===== src/rtl/muldiv_unit.sv =====
// muldiv_unit - iterative RV32M multiply/divide unit for the Execute stage.
//
// One M-extension operation is accepted from Execute. The unit stalls the
// front of the pipeline while it iterates one bit per cycle, then shows the
// result for exactly one cycle. Divide-by-zero and signed overflow finish on
// a one-cycle fast path.
//
// Ports:
//   clk             clock, all state updates on the rising edge
//   reset_n         synchronous active-low reset
//   StartE          valid M-extension instruction in Execute
//   FunctE[2:0]     funct3: MUL, MULH, MULHSU, MULHU, DIV, DIVU, REM, REMU
//   SrcAE, SrcBE    rs1 / rs2 operands (post-forwarding), sampled at accept
//   KillE           abort the in-flight operation (priority over StartE)
//   multiInstrStall stall request to the hazard unit
//   DoneE           result valid this cycle
//   ResultE         operation result, held outside DONE
module muldiv_unit #(
  parameter int WIDTH = 32
) (
  input  logic             clk,
  input  logic             reset_n,
  input  logic             StartE,
  input  logic [2:0]       FunctE,
  input  logic [WIDTH-1:0] SrcAE,
  input  logic [WIDTH-1:0] SrcBE,
  input  logic             KillE,
  output logic             multiInstrStall,
  output logic             DoneE,
  output logic [WIDTH-1:0] ResultE
);

  localparam int CW = $clog2(WIDTH);

  typedef enum logic [1:0] {IDLE, BUSY, DONE} state_t;

  state_t              state_q, state_d;
  logic [CW-1:0]       cnt_q, cnt_d;
  logic [2:0]          funct_q, funct_d;
  logic                neg_q, neg_d;         // product / quotient sign
  logic                rem_neg_q, rem_neg_d; // remainder follows dividend
  logic [WIDTH-1:0]    opb_q, opb_d;         // multiplicand or divisor magnitude
  logic [2*WIDTH-1:0]  acc_q, acc_d;
  logic [WIDTH-1:0]    result_q, result_d;

  // ---------------------------------------------------------------------
  // Accept-time decode of the incoming operation
  // ---------------------------------------------------------------------
  logic             in_is_div;
  logic             in_a_signed, in_b_signed;
  logic             in_a_neg, in_b_neg;
  logic [WIDTH-1:0] in_a_mag, in_b_mag;
  logic             in_div_zero, in_overflow, in_fast;
  logic [WIDTH-1:0] in_fast_result;

  always_comb begin
    in_is_div   = FunctE[2];
    // MUL's low half is sign-agnostic, but treating it as signed is harmless.
    in_a_signed = (FunctE == 3'd0) || (FunctE == 3'd1) || (FunctE == 3'd2) ||
                  (FunctE == 3'd4) || (FunctE == 3'd6);
    in_b_signed = (FunctE == 3'd0) || (FunctE == 3'd1) ||
                  (FunctE == 3'd4) || (FunctE == 3'd6);
    in_a_neg    = in_a_signed && SrcAE[WIDTH-1];
    in_b_neg    = in_b_signed && SrcBE[WIDTH-1];
    // The most negative value negates to itself, which is its correct
    // unsigned magnitude.
    in_a_mag    = in_a_neg ? (~SrcAE + 1'b1) : SrcAE;
    in_b_mag    = in_b_neg ? (~SrcBE + 1'b1) : SrcBE;

    in_div_zero = in_is_div && (SrcBE == '0);
    in_overflow = in_is_div && !FunctE[0] &&
                  (SrcAE == {1'b1, {(WIDTH-1){1'b0}}}) && (SrcBE == '1);
    in_fast     = in_div_zero || in_overflow;

    if (in_div_zero) begin
      in_fast_result = FunctE[1] ? SrcAE : '1;
    end else begin
      in_fast_result = FunctE[1] ? '0 : {1'b1, {(WIDTH-1){1'b0}}};
    end
  end

  // ---------------------------------------------------------------------
  // One iteration step on the registered accumulator
  // ---------------------------------------------------------------------
  logic [WIDTH:0]      mul_sum;
  logic [2*WIDTH-1:0]  mul_next;
  logic [WIDTH:0]      div_rshift, div_diff;
  logic                div_fits;
  logic [2*WIDTH-1:0]  div_next;
  logic [2*WIDTH-1:0]  step;
  logic [2*WIDTH-1:0]  prod_signed;
  logic [WIDTH-1:0]    quot_signed, rem_signed;
  logic [WIDTH-1:0]    final_result;

  always_comb begin
    // Shift-add: low half holds the remaining multiplier bits, high half the
    // partial product; the carry rides into the shift.
    mul_sum  = {1'b0, acc_q[2*WIDTH-1:WIDTH]} + (acc_q[0] ? {1'b0, opb_q} : '0);
    mul_next = {mul_sum, acc_q[WIDTH-1:1]};

    // Restoring division: {remainder, dividend/quotient} shifts left; the
    // shifted remainder needs WIDTH+1 bits before the trial subtract.
    div_rshift = acc_q[2*WIDTH-1:WIDTH-1];
    div_diff   = div_rshift - {1'b0, opb_q};
    div_fits   = !div_diff[WIDTH];
    div_next   = {(div_fits ? div_diff[WIDTH-1:0] : div_rshift[WIDTH-1:0]),
                  acc_q[WIDTH-2:0], div_fits};

    step = funct_q[2] ? div_next : mul_next;

    // Sign correction is applied once, on the final step.
    prod_signed = neg_q ? (~step + 1'b1) : step;
    quot_signed = neg_q ? (~step[WIDTH-1:0] + 1'b1) : step[WIDTH-1:0];
    rem_signed  = rem_neg_q ? (~step[2*WIDTH-1:WIDTH] + 1'b1)
                            : step[2*WIDTH-1:WIDTH];

    if (funct_q[2]) begin
      final_result = funct_q[1] ? rem_signed : quot_signed;
    end else begin
      final_result = (funct_q[1:0] == 2'd0) ? prod_signed[WIDTH-1:0]
                                            : prod_signed[2*WIDTH-1:WIDTH];
    end
  end

  // ---------------------------------------------------------------------
  // Next-state / output logic
  // ---------------------------------------------------------------------
  logic stall;

  always_comb begin
    state_d   = state_q;
    cnt_d     = cnt_q;
    funct_d   = funct_q;
    neg_d     = neg_q;
    rem_neg_d = rem_neg_q;
    opb_d     = opb_q;
    acc_d     = acc_q;
    result_d  = result_q;
    stall     = 1'b0;

    if (KillE) begin
      state_d = IDLE;
    end else begin
      case (state_q)
        IDLE: begin
          if (StartE) begin
            stall     = 1'b1;
            funct_d   = FunctE;
            neg_d     = in_a_neg ^ in_b_neg;
            rem_neg_d = in_a_neg;
            opb_d     = in_b_mag;
            acc_d     = {{WIDTH{1'b0}}, in_a_mag};
            cnt_d     = CW'(WIDTH-1);
            if (in_fast) begin
              state_d  = DONE;
              result_d = in_fast_result;
            end else begin
              state_d = BUSY;
            end
          end
        end
        BUSY: begin
          stall = 1'b1;
          acc_d = step;
          cnt_d = cnt_q - CW'(1);
          if (cnt_q == '0) begin
            state_d  = DONE;
            result_d = final_result;
          end
        end
        DONE: begin
          // The instruction that produced this result is still in Execute,
          // so StartE is deliberately ignored here.
          state_d = IDLE;
        end
        default: state_d = IDLE;
      endcase
    end
  end

  always_ff @(posedge clk) begin
    if (!reset_n) begin
      state_q   <= IDLE;
      cnt_q     <= '0;
      funct_q   <= '0;
      neg_q     <= 1'b0;
      rem_neg_q <= 1'b0;
      opb_q     <= '0;
      acc_q     <= '0;
      result_q  <= '0;
    end else begin
      state_q   <= state_d;
      cnt_q     <= cnt_d;
      funct_q   <= funct_d;
      neg_q     <= neg_d;
      rem_neg_q <= rem_neg_d;
      opb_q     <= opb_d;
      acc_q     <= acc_d;
      result_q  <= result_d;
    end
  end

  // Reset holds the stall low even if StartE is asserted meanwhile.
  assign multiInstrStall = stall && reset_n;
  assign DoneE           = (state_q == DONE);
  assign ResultE         = result_q;

endmodule

===== config.mk =====
export PLATFORM = sky130hd
export DESIGN_NAME = muldiv_unit
export DESIGN_NICKNAME = d
export VERILOG_FILES = /design/src/rtl/muldiv_unit.sv
export SDC_FILE = /design/constraint.sdc
export NUM_CORES = 1
export LEC_CHECK = 0
export BUFFER_PORTS_ARGS = -buffer_cell sky130_fd_sc_hd__clkbuf_2
export CORE_MARGIN = 2
export CORE_UTILIZATION = 35
export DETAILED_ROUTE_END_ITERATION = 6
export SETUP_SLACK_MARGIN = 0.2
export SYNTH_ARGS = -nofsm -noshare
export SYNTH_HDL_FRONTEND = slang
export SYNTH_SLANG_ARGS = --single-unit

===== constraint.sdc =====
create_clock -name clk -period 5.1 [get_ports clk]
set_input_delay 1.02 -clock clk [delete_from_list [all_inputs] [get_ports clk]]
set_output_delay 1.02 -clock clk [all_outputs]
set_load 0.02 [all_outputs]

==> summary.txt <==
fmax = 209 MHz
routability cong. = 1.05
VDD IR max = 271 µV
Slew Limit Fails = 0
area of the multi-input gates = 12600 µm²
PortBufs = 104
Synth area leaders = dfxtp_1, o21ai_0, a21oi_1, xnor2_1, ha_1
Clk Latency, worst-skew pair = 0.49 ns
Final Hold Vio Count = 0
Pre-antenna DRT Iters = 7
H-tree Lvls = 4
commonest cells after routing, fill and taps aside = nand2_1, nor2_1, o21ai_0, a21oi_1, buf_4
fin nets = 2550
Die Y = 218 µm
commonest non-fill, non-tap cell in the layout = nand2_1
Clock transition at path regs = 0.07 ns
gr busiest metal = met2
Core Footprint = 45200 µm²
CTS buffer count = 17
syn nets = 2413
gr usage total = 30.7%
vias in the first global route = 17600
yosys warns = 0
Synth top area share = 17.5%
Via density = 6.23
Critical Path Fanout Max = 7
Area Overhead vs Synth = 17.6%
TritonCTS clock tree = yes
initial DRC count = 2231
power per cell area = 214 nW/µm²
CP Launch Type = flop
async set-reset flop share out of synthesis = 0%
Tot Pwr = 4.03 mW
layout cells sized above 1 = 17.5%
count of cell types in the netlist = 102
CP endpoint kind = flop
Mean Syn Cell Area = 7.04 µm²
initial antenna violation count = 4
die width = 218 µm
Setup Skew = 0.0176 ns
setup_tns = 0 ns
crit path launch = acc_q[36]$_SDFFE_PN0P_
EDFF count, synth = 0
clk sinks = 140
Starting Density = 35.4%
ys flop type = dfxtp_1
RSZ-0062 raised after global routing = yes
met3 GRT Util = 5.54%
ANT nets after route = 0
Max Cap Violations = 0
Congestion Overflow GR = 0
global-route wire length before repair = 110000 µm
Mapped Cells = 2269
failing checks = design-rule violations
leak pwr = 7.31 nW
Vias = 18800
pin count of the biggest net entering global routing = 78
Data required, critical path = 5.47 ns
non-filler cells, final = 3021
post-layout min period = 4.79 ns
post-synth top area cell = dfxtp_1
Post-Syn Area = 16000 µm²
clock root buffer = clkbuf_16
hpwl dp = 58300 µm
storage element area = 2820 µm²
Final Setup Violations = 0
final period utilization = 93.9%
Worst slew margin = 20.1%
Fillers = 4715
Placed Cells incl. Taps = 2971
clk buf depth = 2
hold path start = acc_q[27]$_SDFFE_PN0P_
Seq/Total Area, Yosys = 17.5%
WL final = 74300 µm
r2r startpoint = acc_q[36]$_SDFFE_PN0P_
Least-Margin Pin Slew = 1.20 ns
DRC viols = 3
Boundary Pins = 105
grt met1 use = 43.2%
outcome = complete, but fails checks
die area = 47400 µm²
Crit Path Class = flop to flop
row count = 78
Routed wire per std cell = 24.6 µm
Worst Path Arrival = 5.16 ns
class of the worst hold path = flop to flop
GR Util met2 = 45.3%
Yosys reg bits = 140
[synth_stat cells (16+ instances only)]
cell,count
clkbuf_1,102
nand2b_1,20
buf_2,27
nand3_1,51
a31oi_1,55
inv_1,77
o211ai_1,58
and2_1,53
xor2_1,68
a22oi_1,31
o31ai_1,26
a21o_1,26
dfxtp_1,140
a211oi_1,53
o21ai_0,193
nand4_1,33
a221oi_1,16
ha_1,71
a21oi_1,186
nor4_1,16
nand2_1,215
xnor2_1,103
mux2i_1,34
nor3_1,59
nor2_1,209
or3_1,26
o21a_1,17
[what timing repair did]
item	CTS	global route
setup endpoints to repair	9	27
gates resized for setup	10	59
hold buffers	0	0
setup buffers	1	15
pin swaps	4	22
[flip-flops by register name, indices dropped and copies added (netlist names)]
signal,count
ResultE,32
acc_q,64
cnt_q,5
funct_q,3
neg_q,1
opb_q,32
rem_neg_q,1
state_q,2
[layer usage]
layer / wire length, µm / part of all wire, %
met1: 32900 / 44
met2: 31500 / 42
met3: 6700 / 9.0
met4: 3200 / 4.3
met5: 0 / 0
[critical path, cell delays in order, from the launching register on]
cell and delay [ns]:
dfxtp_1 0.39, ha_1 0.47, o211ai_1 0.24, nor3_4 0.30
o211a_4 0.23, o211a_4 0.22, o21ai_4 0.09, a31oi_4 0.27
ha_4 0.19, nand3_4 0.07, or2_4 0.28, or4_4 0.43
or2_4 0.28, nor2_4 0.09, nand4_1 0.19, o41ai_2 0.43
xor2_1 0.19, o221ai_1 0.12, and3_1 0.18
[stage by stage]
stage | area (µm²) | util (%) | setup slack [ns] | hold slack, ns
2_1_floorplan | 16000 | - | 0.229 | 0.445
3_3_place_gp | 17800 | 39.4 | -0.216 | 0.457
3_5_place_dp | 17800 | 39.4 | -0.0411 | 0.468
4_1_cts | 18400 | 40.7 | 0.138 | 0.478
5_1_grt | 18800 | 41.6 | 0.135 | 0.491
6_report | 18800 | 41.6 | 0.310 | 0.486
[kinds of logic (layout without fill, tap and decap cells)]
kind of cell | Yosys count | after routing | synth area share [%]
AO/OA/AOI/OAI | 827 | 827 | 34.2
AND/OR/NAND/NOR | 778 | 778 | 24.0
buffers and inverters | 235 | 385 | 6.18
XOR/XNOR | 171 | 171 | 9.37
flip-flops | 140 | 140 | 17.5
adder cells (fa/ha/maj) | 73 | 73 | 5.81
multiplexers | 45 | 45 | 2.91
other | 0 | 2 | 0
[power breakdown]
group	internal [mW]	total, mW	leakage [nW]	switching, mW
combinational	0.547	1.55	5.90	1.00
clock	0.637	1.27	0.267	0.629
sequential	1.15	1.21	1.14	0.0632
[area by class of cell]
type / count / area share (%)
antenna: 2 / 0.0266
clock buffer: 17 / 2.26
clock inverter: 15 / 0.679
inverter: 80 / 1.60
multi-input combinational: 1894 / 66.9
sequential: 140 / 15.0
tap: 600 / 3.99
timing repair buffer: 273 / 9.61
[path summary, 6_finish.rpt]
kind                                                  to  slack (ns)  cells past startpoint
worst max-delay path            ResultE[26]$_SDFFE_PN0P_        0.31                     18
worst min-delay path              acc_q[27]$_SDFFE_PN0P_        0.49                      2
worst max register to register  ResultE[26]$_SDFFE_PN0P_        0.31                     18
worst min register to register    acc_q[27]$_SDFFE_PN0P_        0.49                      2
No activity file was read; power rests on OpenSTA's default activity.
